===== config.mk =====
export PLATFORM = sky130hd
export DESIGN_NAME = fetch_queue
export DESIGN_NICKNAME = d
export VERILOG_FILES = /design/src/rtl/fetch_queue.sv
export SDC_FILE = /design/constraint.sdc
export NUM_CORES = 1
export LEC_CHECK = 0
export ABC_CLOCK_PERIOD_IN_PS = 6100
export CAP_MARGIN = 20
export CORE_MARGIN = 4
export CORE_UTILIZATION = 62
export CTS_BUF_LIST = sky130_fd_sc_hd__clkbuf_8
export CTS_CLUSTER_DIAMETER = 200
export CTS_CLUSTER_SIZE = 25
export DETAILED_ROUTE_END_ITERATION = 8
export GPL_TIMING_DRIVEN = 0
export PLACE_DENSITY = 0.88
export SYNTH_ARGS = -nofsm -noshare
export SYNTH_HDL_FRONTEND = slang
export SYNTH_SLANG_ARGS = --single-unit

===== constraint.sdc =====
create_clock -name clock -period 6.1 [get_ports clock]
set_input_delay 0.61 -clock clock [delete_from_list [all_inputs] [get_ports clock]]
set_output_delay 0.61 -clock clock [all_outputs]
set_load 0.01 [all_outputs]

===== src/rtl/fetch_queue.sv =====
// Instruction fetch request generator with in-order response queue.
// Define FETCH_QUEUE_BYPASS_EN to present a response directly when the queue is empty.
module fetch_queue #(
   parameter int                 DATA_W   = 32,
   parameter int                 ADDR_W   = 32,
   parameter int                 DEPTH    = 4,
   parameter logic [ADDR_W-1:0]  RESET_PC = '0
) (
   input  logic                        clock,
   input  logic                        reset,
   output logic                        imem_req,
   output logic [ADDR_W-1:0]           imem_addr,
   input  logic [DATA_W-1:0]           imem_rdata,
   input  logic                        stall,
   input  logic                        redirect,
   input  logic [ADDR_W-1:0]           redirect_pc,
   output logic                        out_valid,
   output logic [DATA_W-1:0]           out_instr,
   output logic [ADDR_W-1:0]           out_pcplus4,
   output logic [$clog2(DEPTH):0]      count
);

   localparam int PW = $clog2(DEPTH);
   localparam int CW = PW + 1;

   logic [ADDR_W-1:0] r_pc;
   logic [ADDR_W-1:0] r_ppc4;
   logic              r_pend;
   logic [CW-1:0]     r_cnt;
   logic [PW-1:0]     r_wptr;
   logic [PW-1:0]     r_rptr;
   logic [DATA_W-1:0] r_instr [DEPTH];
   logic [ADDR_W-1:0] r_pc4   [DEPTH];

   logic [CW-1:0]     w_occ;
   logic              w_qval;
   logic              w_push;
   logic              w_popq;

   // Slots reserved for in-flight responses count against capacity.
   assign w_occ     = r_cnt + {{(CW-1){1'b0}}, r_pend};
   assign imem_req  = reset & ~redirect & (w_occ < CW'(DEPTH));
   assign imem_addr = r_pc;
   assign count     = r_cnt;
   assign w_qval    = (r_cnt != '0);
   assign w_popq    = w_qval & ~stall;

`ifdef FETCH_QUEUE_BYPASS_EN
   logic w_byp;

   assign w_byp     = ~w_qval & r_pend;
   assign out_valid = w_qval | r_pend;
   assign w_push    = r_pend & ~(w_byp & ~stall);

   always_comb begin
      out_instr   = '0;
      out_pcplus4 = '0;
      if (w_qval) begin
         out_instr   = r_instr[r_rptr];
         out_pcplus4 = r_pc4[r_rptr];
      end else if (w_byp) begin
         out_instr   = imem_rdata;
         out_pcplus4 = r_ppc4;
      end
   end
`else
   assign out_valid = w_qval;
   assign w_push    = r_pend;

   always_comb begin
      out_instr   = '0;
      out_pcplus4 = '0;
      if (w_qval) begin
         out_instr   = r_instr[r_rptr];
         out_pcplus4 = r_pc4[r_rptr];
      end
   end
`endif

   always_ff @(posedge clock or negedge reset) begin
      if (!reset) begin
         r_pc   <= RESET_PC;
         r_ppc4 <= '0;
         r_pend <= 1'b0;
         r_cnt  <= '0;
         r_wptr <= '0;
         r_rptr <= '0;
      end else if (redirect) begin
         r_pc   <= redirect_pc;
         r_pend <= 1'b0;
         r_cnt  <= '0;
         r_wptr <= '0;
         r_rptr <= '0;
      end else begin
         r_pend <= imem_req;
         if (imem_req) begin
            r_pc   <= r_pc + ADDR_W'(4);
            r_ppc4 <= r_pc + ADDR_W'(4);
         end
         if (w_push) r_wptr <= r_wptr + PW'(1);
         if (w_popq) r_rptr <= r_rptr + PW'(1);
         case ({w_push, w_popq})
            2'b10:   r_cnt <= r_cnt + CW'(1);
            2'b01:   r_cnt <= r_cnt - CW'(1);
            default: r_cnt <= r_cnt;
         endcase
      end
   end

   always_ff @(posedge clock) begin
      if (w_push && !redirect) begin
         r_instr[r_wptr] <= imem_rdata;
         r_pc4[r_wptr]   <= r_ppc4;
      end
   end

endmodule


==> impl_metrics.toml, run 1 <==
[run_status]
status = "completed"

[sta]
fin_ws_ns = 1.96
relSlewSlack_pct = 39.3
slew_violations = 0
rsz0062_at_grt = "no"
fin_crit_ns = 4.14
skew_ns = 0.0433
tightestPinTransition_ns = 0.910
hold_viol = 0
fin_crit_sh_pct = 67.9
max_freq_mhz = 241
setup_violations = 0

[synthesis]
synthTopCellsByArea = "edfxtp_1 56%, dfrtp_1 13%, mux4_2 11%"
ys_types = 54
synth_edf_count = 256
synthArstFlopShare_pct = 22.0
syn_avg_cell_area_um2 = 15.9
synth_top_area_share_pct = 56.2
yosysTopAreaCell = "edfxtp_1"
synthesis.area_um2 = 13700
synthesis.nets = 932
ys_ff_latch = 328
synth_cells = 858
yosysSeqAreaShare_pct = 69.4
ys.flop_type = "edfxtp_1"
yosysWarnings = 0

[floorplanning]
dieArea_um2 = 24500
start_util_pct = 62.8
coreArea_um2 = 21800
ios = 169
die_x_um = 156
die_y_um = 156
core.rowCount = 54

[power]
pwr-share-comb_pct = 34.1
switching_share_pct = 30.6
intPower_w = 0.00397
p_seq_share_pct = 50.2
clock_power_share_pct = 15.8
totalPowerFinal_w = 0.00573
switchingPower_w = 0.00176
peakVddDrop_uv = 192
p_per_area_nw_per_um2 = 355
leakagePower_nw = 5.30

[global_route]
grt_max_degree = 62
grt_first_pass_wirelength_um = 48600
first_global_vias = 8558
antenna_found_initial = 0
grt_overflow_total = 0
grt_usage_pct = 25.5

[cells_and_area]
multi_input_area_um2 = 3920
drive_gt1_share_pct = 10.6
final_cells = 1341
antenna_cells = 0
fin_nets = 1125
area.growth.synth_to_final_pct = 18.2
ff_latch_area_um2 = 9490
num-fill-cells = 1303

[worst_setup_path]
path_class = "primary input to output port"
start_kind = "primary input"
slowest_stage = "clkdlybuf4s50_1"
cp-end-kind = "output port"
crit_fanout = 48
crit_required_ns = 5.49
critPathMaxStageDelay_ns = 0.65
crit_chain = "dlygate4sd3_1 -> buf_4 -> buf_16 -> o211ai_1 -> inv_1 -> clkbuf_1 -> clkdlybuf4s50_1"
arrival_ns = 3.53

[place]
dp_slack_ns = 2.46
dpl.hpwl_um = 21100
placed_cells = 1311
io_buffers = 168
place_congestion = 0.938

[drt]
first_pass_iters = 5
drtIter0Drc = 842
wirelength_um = 30500
viasPerCell = 6.24
post_drt_wl_per_cell_um = 22.7
drc = 0
num_vias = 8372
antenna_left = 0

[worst_hold_path]
min_path_type = "register to register"

[flow_run]
drv_cap = 0

[cts]
clkLatencyLatePin_ns = 0.54
clkTransAtPathRegs_ns = 0.15
cts_tree = "yes"
cts_buffers = 17
clk_path_buf_depth = 3
cts_max_level = 1
cts_setup_buffers = 0
root_buffer = "clkbuf_8"
clkSinkCount = 328
[placed cells by master (no fill, tap or decap), types with 2 or more instances in the layout]
master           count
nand4_1             13
edfxtp_1           256
mux2_2               3
and2_4               4
buf_6                2
or2_2                3
or3_1               16
and3_1               3
o31ai_1             18
mux4_2              64
and2_1              65
or4_4                2
a211oi_1             2
ha_1                 5
nor2_1              36
buf_16               5
buf_2                5
nor3_1               6
o21ai_0             34
dfrtp_1             72
a31oi_1             28
xor2_1               7
nor2b_1              6
buf_1                5
a21oi_1              5
xnor2_1             12
nand3_1             21
clkbuf_1            41
nor4_1               4
a22oi_1              3
inv_1               22
mux2i_1              3
clkbuf_8            17
clkdlybuf4s50_1    167
o21a_1               3
or4_1               27
o211ai_1             9
nand2_1             44
[stage by stage]
step	hold slack [ns]	util (%)	TNS (ns)	area [um2]
final	0.504	74.3	0	16200
after global routing	0.539	74.3	0	16200
after CTS	0.510	74.3	0	16200
after detailed placement	0.506	72.8	0	15800
after global placement	0.495	72.2	-0.749	15700
after floorplan	0.314	-	0	13700
[what timing repair did]
| action | in CTS | in global routing |
|---|---|---|
| endpoints found under the setup margin | 0 | 0 |
| hold buffers | 1 | 0 |
| gates resized for setup | 0 | 0 |
| endpoints found under the hold margin | 28 | 0 |
[metal layers]
metal	global-route usage, %	part of all wire, %	vias up
met5	0	0	-
met4	6.57	2.6	0
met3	3.93	7.9	55
met2	40.6	48	411
met1	37.9	41	4184
li1	-	-	3722
[final timing paths]
| path | from | slack [ns] | depth (start not counted) | end |
|---|---|---|---|---|
| setup reg to reg | r_pend | 3.30 | 7 | imem_addr[22] |
| hold / removal | r_ppc4[19] | 0.50 | 0 | r_pc4[2][19] |
| min in group asynchronous | reset | 0.51 | 2 | imem_addr[14] |
| setup / recovery | reset | 1.96 | 7 | imem_req |
| max in group asynchronous | reset | 4.98 | 3 | imem_addr[28] |
| hold reg to reg | r_ppc4[19] | 0.50 | 0 | r_pc4[2][19] |
[power groups by stage]
stage | Combinational [W] | Sequential (W) | Clock [W]
floorplan | 0.00101 | 0.00286 | 0
global placement | 0.00190 | 0.00290 | 0
detailed placement | 0.00198 | 0.00292 | 0
CTS | 0.00198 | 0.00287 | 0.000923
global route | 0.00212 | 0.00291 | 0.00102
finish | 0.00195 | 0.00287 | 0.000904
[worst max-delay path, delay by kind of cell]
kind            cells  cell delay [ns]
compound gates      1             0.33
buf+inv             6             2.57
[registers in the layout (all words and copies together), names as in the netlist]
| register | count |
|---|---|
| r_pend | 1 |
| r_pc4 | 128 |
| r_instr | 128 |
| r_rptr | 2 |
| r_ppc4 | 32 |
| imem_addr | 32 |
| count | 3 |
| r_wptr | 2 |
[kinds of logic (layout without fill, tap and decap cells)]
group                    count (synthesis)  count (layout)  synth area share, %
flip-flops                             328             328                 69.4
AND/OR/NAND/NOR                        259             259                 10.6
AO/OA/AOI/OAI                          110             110                 5.15
multiplexers                            70              70                 11.0
adder cells (fa/ha/maj)                  6               6                0.604
XOR/XNOR                                19              19                 1.22
buffers and inverters                   66             269                 1.98
[synthesized netlist by cell type (6+ instances only)]
| master | n |
|---|---|
| clkbuf_1 | 41 |
| nor2b_1 | 6 |
| mux4_2 | 64 |
| or3_1 | 16 |
| o21ai_0 | 34 |
| a31oi_1 | 28 |
| nand4_1 | 13 |
| dfrtp_1 | 72 |
| nor2_1 | 36 |
| xnor2_1 | 12 |
| edfxtp_1 | 256 |
| o31ai_1 | 18 |
| nand2_1 | 44 |
| nor3_1 | 6 |
| or4_1 | 27 |
| xor2_1 | 7 |
| o211ai_1 | 9 |
| and2_1 | 69 |
| inv_1 | 11 |
| nand3_1 | 21 |
[final cells by class]
type	count	area share, %
plain buffers	54	1.39
clock buffers	17	1.45
clock inverters	12	0.441
inverters	12	0.279
multi-input cells	464	24.3
flip-flops and latches	328	58.7
well taps	280	2.17
repair buffers	174	11.3
Power figures use the tool's default switching activity.
==> run 2, diff against run 1 <==
==> config.mk (replaced) <==
export PLATFORM = sky130hd
export DESIGN_NAME = fetch_queue
export DESIGN_NICKNAME = d
export VERILOG_FILES = /design/src/rtl/fetch_queue.sv
export SDC_FILE = /design/constraint.sdc
export NUM_CORES = 1
export LEC_CHECK = 0
export ABC_CLOCK_PERIOD_IN_PS = 4200
export CAP_MARGIN = 20
export CORE_MARGIN = 4
export CORE_UTILIZATION = 58
export CTS_BUF_LIST = sky130_fd_sc_hd__clkbuf_8
export CTS_CLUSTER_DIAMETER = 200
export CTS_CLUSTER_SIZE = 25
export DETAILED_ROUTE_END_ITERATION = 8
export GPL_TIMING_DRIVEN = 0
export PLACE_DENSITY = 0.83
export SYNTH_ARGS = -nofsm -noshare
export SYNTH_HDL_FRONTEND = slang
export SYNTH_SLANG_ARGS = --single-unit
==> constraint.sdc (replaced) <==
create_clock -name clock -period 4.2 [get_ports clock]
set_input_delay 0.42 -clock clock [delete_from_list [all_inputs] [get_ports clock]]
set_output_delay 0.42 -clock clock [all_outputs]
set_load 0.01 [all_outputs]
==> run 2 against run 1 <==
Effect of this change:
- clock skew increased by 0.0092 ns
- sequential cell count unchanged
- critical path depth decreased by 1
- setup slack got worse by 1.5 ns
- largest cell class unchanged
==> impl_metrics.toml, run 2 (same netlist as run 1, synthesis figures left out) <==
[run_status]
status = "completed"

[floorplanning]
die_x_um = 162
die_y_um = 162
coreArea_um2 = 22900
start_util_pct = 59.7
ios = 169
core.rowCount = 55
dieArea_um2 = 26100

[worst_setup_path]
rr_endpoint = "imem_addr[24]"
reg2regPathDepth = 7
arrival_ns = 3.30
r2r_start = "r_pend"
crit_path_start = "count[0]"
cp-end-kind = "output port"
crit_required_ns = 3.78
cp.depth = 6
crit_fanout = 10
critPathBufInv = 4
critical_path.endpoint = "out_pcplus4[16]"
start_kind = "register"
crit_chain = "nor3_1 -> inv_1 -> clkbuf_1 -> clkbuf_1 -> and2_1 -> clkdlybuf4s50_1"
path_class = "register to output port"
critical-path-top-delay-family = "buffers and inverters"
slowest_stage = "nor3_1"
r2r_slack_ns = 1.22
critPathMaxStageDelay_ns = 0.73
crit_top_cell = "clkbuf_1"

[sta]
slew_violations = 0
relSlewSlack_pct = 41.0
tightestPinTransition_ns = 0.884
hold_viol = 0
fin_crit_sh_pct = 88.7
max_freq_mhz = 269
whs_ns = 0.330
skew_ns = 0.0525
setup_violations = 0
fin_ws_ns = 0.476
fin_crit_ns = 3.72
rsz0062_at_grt = "no"

[drt]
num_vias = 8213
wirelength_um = 28900
post_drt_wl_per_cell_um = 21.0
drtIter0Drc = 682
first_pass_iters = 5
viasPerCell = 5.97
drc = 0
antenna_left = 0

[cts]
clkSinkCount = 328
cts_setup_buffers = 0
root_buffer = "clkbuf_8"
cts_tree = "yes"
clkLatencyLatePin_ns = 0.55
clk_path_buf_depth = 3
cts_buffers = 17
cts_max_level = 1
ctsResizeCount = 0
clkTransAtPathRegs_ns = 0.16

[cells_and_area]
drive_gt1_share_pct = 10.6
post-route-util_pct = 70.7
finish.instance_area_um2 = 16200
final_common_cell = "edfxtp_1"
reg_top3 = "r_instr: 128 flops, r_pc4: 128 flops"
area.growth.synth_to_final_pct = 18.5
mostFrequentLayoutCells = "256 x edfxtp_1, 167 x clkdlybuf4s50_1, 72 x dfrtp_1, 65 x and2_1, 64 x mux4_2"
antenna_cells = 0
fin_nets = 1125

[place]
io_buffers = 168
dpl-instance-area_um2 = 15900
dp_slack_ns = 0.994
dpl.hpwl_um = 19900
place_congestion = 0.904

[global_route]
grt_usage_pct = 22.2
grt_overflow_total = 0
grt_first_pass_wirelength_um = 45800
first_global_vias = 8194
grt_max_degree = 52
antenna_found_initial = 0

[power]
p_per_area_nw_per_um2 = 511
leakagePower_nw = 5.29
totalPowerFinal_w = 0.00828
peakVddDrop_uv = 246

[worst_hold_path]
min_path_type = "primary input to asynchronous set/reset pin"

[flow_run]
drv_cap = 0
==> run 2: repair_timing <==
action | CTS | global route
hold buffers | 1 | 0
endpoints found under the hold margin | 30 | 0
endpoints found under the setup margin | 0 | 0
==> run 2: worst min-delay path by stage <==
stage                    start      endpoint  slack (ns)
finish                   reset      count[0]        0.33
global route             reset      count[0]        0.35
CTS                      reset      count[0]        0.33
detailed placement       reset      count[0]        0.41
global placement    r_ppc4[23]  r_pc4[2][23]        0.49
floorplan                reset      count[0]        0.12
==> run 2: area by class of cell <==
| cell class | count | area (um2) |
|---|---|---|
| Clock buffer | 17 | 234 |
| Clock inverter | 13 | 78.8 |
| Inverter | 12 | 45.0 |
| Tap cell | 313 | 392 |
| Sequential cell | 328 | 9490 |
| Buffer | 54 | 225 |
| Timing Repair Buffer | 174 | 1810 |
| Fill cell | 1513 | 6720 |
| Multi-Input combinational cell | 464 | 3920 |
==> run 2: power by group <==
group,internal [W],switching [W]
Clock,0.000403,0.000920
Sequential,0.00389,0.000284
Combinational,0.00148,0.00130
Total,0.00577,0.00250
==> run 2: metrics by stage <==
step | setup TNS [ns] | std cells
after floorplan | 0 | 858
after global placement | -148.95 | 1339
after detailed placement | 0 | 1344
after CTS | 0 | 1375
after global routing | 0 | 1375
final | 0 | 1375
==> run 2: layer usage <==
layer  global-route usage, %  vias up  wire, um
li1                        -     3728         -
met3                    3.55       40      2310
met4                    5.00        0       574
met5                       0        -         0
met1                    33.5     4097     12500
met2                    35.1      348     13500
==> run 3, diff against run 2 <==
--- a/config.mk
+++ b/config.mk
@@ -8,13 +8,12 @@
 export ABC_CLOCK_PERIOD_IN_PS = 4200
 export CAP_MARGIN = 20
 export CORE_MARGIN = 4
-export CORE_UTILIZATION = 58
-export CTS_BUF_LIST = sky130_fd_sc_hd__clkbuf_8
+export CORE_UTILIZATION = 56
 export CTS_CLUSTER_DIAMETER = 200
 export CTS_CLUSTER_SIZE = 25
 export DETAILED_ROUTE_END_ITERATION = 8
 export GPL_TIMING_DRIVEN = 0
-export PLACE_DENSITY = 0.83
+export PLACE_DENSITY = 0.8
 export SYNTH_ARGS = -nofsm -noshare
 export SYNTH_HDL_FRONTEND = slang
 export SYNTH_SLANG_ARGS = --single-unit
==> run 3 against run 2 <==
Effect of this change:
- first-iteration DRC count rose by 2.2%
- global-route usage fell by 0.19 points
- via count rose by 0.38%
- register-to-register slack improved by 0.09 ns
- fmax rose by 1.1%
- sequential cell count did not move
- critical path depth did not move
- cell area rose by 1.2%
- cell count rose by 0.36%
- critical endpoint unchanged
- highest routed layer unchanged
==> impl_metrics.toml, run 3 (same netlist as run 1, synthesis figures left out) <==
[cts]
cts_hold_buf = 1
cts_tree = "yes"
clkTransAtPathRegs_ns = 0.10
ctsResizeCount = 0
cts_setup_buffers = 0
clkLatencyLatePin_ns = 0.51
cts_buffers = 17
root_buffer = "clkbuf_16"
cts_max_level = 1
clk_path_buf_depth = 3
clkSinkCount = 328

[worst_setup_path]
critPathMaxStageDelay_ns = 0.76
cp-end-kind = "output port"
start_kind = "register"
crit_top_cell = "clkbuf_1"
critical-path-top-delay-family = "buffers and inverters"
crit_fanout = 10
critPathBufInv = 4
crit_required_ns = 3.78
slowest_stage = "nor3_1"
crit_chain = "nor3_1 -> inv_1 -> clkbuf_1 -> clkbuf_1 -> and2_1 -> clkdlybuf4s50_1"
arrival_ns = 3.26
path_class = "register to output port"

[sta]
max_freq_mhz = 271
fin_crit_sh_pct = 87.7
rsz0062_at_grt = "no"
skew_ns = 0.0291
tightestPinTransition_ns = 0.880
hold_viol = 0
slew_violations = 0
fin_crit_ns = 3.68
whs_ns = 0.378
finalSetupTns_ns = 0
setup_violations = 0
relSlewSlack_pct = 40.9

[global_route]
grt_max_degree = 59
antenna_found_initial = 0
grt_usage_pct = 22.0
grt_first_pass_wirelength_um = 46200
first_global_vias = 8149
grt_overflow_total = 0

[power]
leakagePower_nw = 5.34
p_per_area_nw_per_um2 = 532
peakVddDrop_uv = 293

[cells_and_area]
fin_nets = 1125
num-fill-cells = 1583
mostFrequentLayoutCells = "256 x edfxtp_1, 167 x clkdlybuf4s50_1, 72 x dfrtp_1, 65 x and2_1, 64 x mux4_2"
final_common_cell = "edfxtp_1"
antenna_cells = 0
drive_gt1_share_pct = 10.6
area.growth.synth_to_final_pct = 19.9
post-route-util_pct = 69.0
reg_top3 = "r_instr: 128 flops, r_pc4: 128 flops"

[drt]
drtIter0Drc = 697
post_drt_wl_per_cell_um = 21.1
antenna_left = 0
drc = 0
wirelength_um = 29100
viasPerCell = 5.97
num_vias = 8244
first_pass_iters = 5

[place]
io_buffers = 168
dpl.hpwl_um = 20000
place_congestion = 0.904

[worst_hold_path]
min_path_type = "primary input to asynchronous set/reset pin"

[floorplanning]
die_y_um = 164
start_util_pct = 57.6
dieArea_um2 = 27000
coreArea_um2 = 23800
ios = 169
die_x_um = 164
core.rowCount = 56

[run_status]
status = "completed"

[flow_run]
drv_cap = 0
## run 3: worst paths after layout
| path | start | endpoint | slack [ns] | depth (start not counted) |
|---|---|---|---|---|
| worst min-delay path | reset | count[0] | 0.38 | 2 |
| min in group clock | redirect_pc[27] | imem_addr[27] | 0.47 | 3 |
| worst min register to register | r_ppc4[14] | r_pc4[0][14] | 0.54 | 0 |
| worst max-delay path | count[0] | out_pcplus4[16] | 0.52 | 6 |
| max in group asynchronous | reset | r_ppc4[1] | 3.21 | 3 |
| worst max register to register | r_pend | imem_addr[24] | 1.31 | 7 |
## run 3: metal layers
layer	vias to the layer above	GRT usage, %	wire length, um
li1	3736	-	-
met5	-	0	0
met4	0	4.12	371
met3	23	3.44	2360
met2	356	34.4	13800
met1	4129	33.8	12500
## run 3: stage by stage
| step | worst slack [ns] | total power, W | cells | instance area [um2] |
|---|---|---|---|---|
| after detailed placement | 0.961 | 0.00708 | 1350 | 15900 |
| final | 0.516 | 0.00872 | 1380 | 16400 |
| after global placement | -2.40 | 0.00700 | 1345 | 15800 |
| after floorplan | 1.44 | 0.00563 | 858 | 13700 |
| after global routing | 0.249 | 0.00920 | 1380 | 16400 |
| after CTS | 0.514 | 0.00881 | 1380 | 16400 |
## run 3: worst reg2reg max path: cells and delay by family (launching register included)
| family | cells | cell delay, ns |
|---|---|---|
| AO/OA/AOI/OAI | 4 | 1.22 |
| flip-flops | 1 | 0.34 |
| buffers and inverters | 3 | 1.26 |
## run 3: area by class of cell
type                            count  area [um2]  area share [%]
Sequential cell                   328        9490            57.9
Multi-Input combinational cell    464        3920            23.9
Timing Repair Buffer              174        1820            11.1
Clock buffer                       28         467            2.85
Tap cell                          319         399            2.43
Buffer                             54         225            1.37
Inverter                           12        45.0           0.275
Clock inverter                      1        30.0           0.183
## run 3: where the power goes
group	leakage [nW]	internal [W]	switching, W
logic	1.95	0.00148	0.00131
registers	3.16	0.00389	0.000290
clock network	0.234	0.000784	0.000970
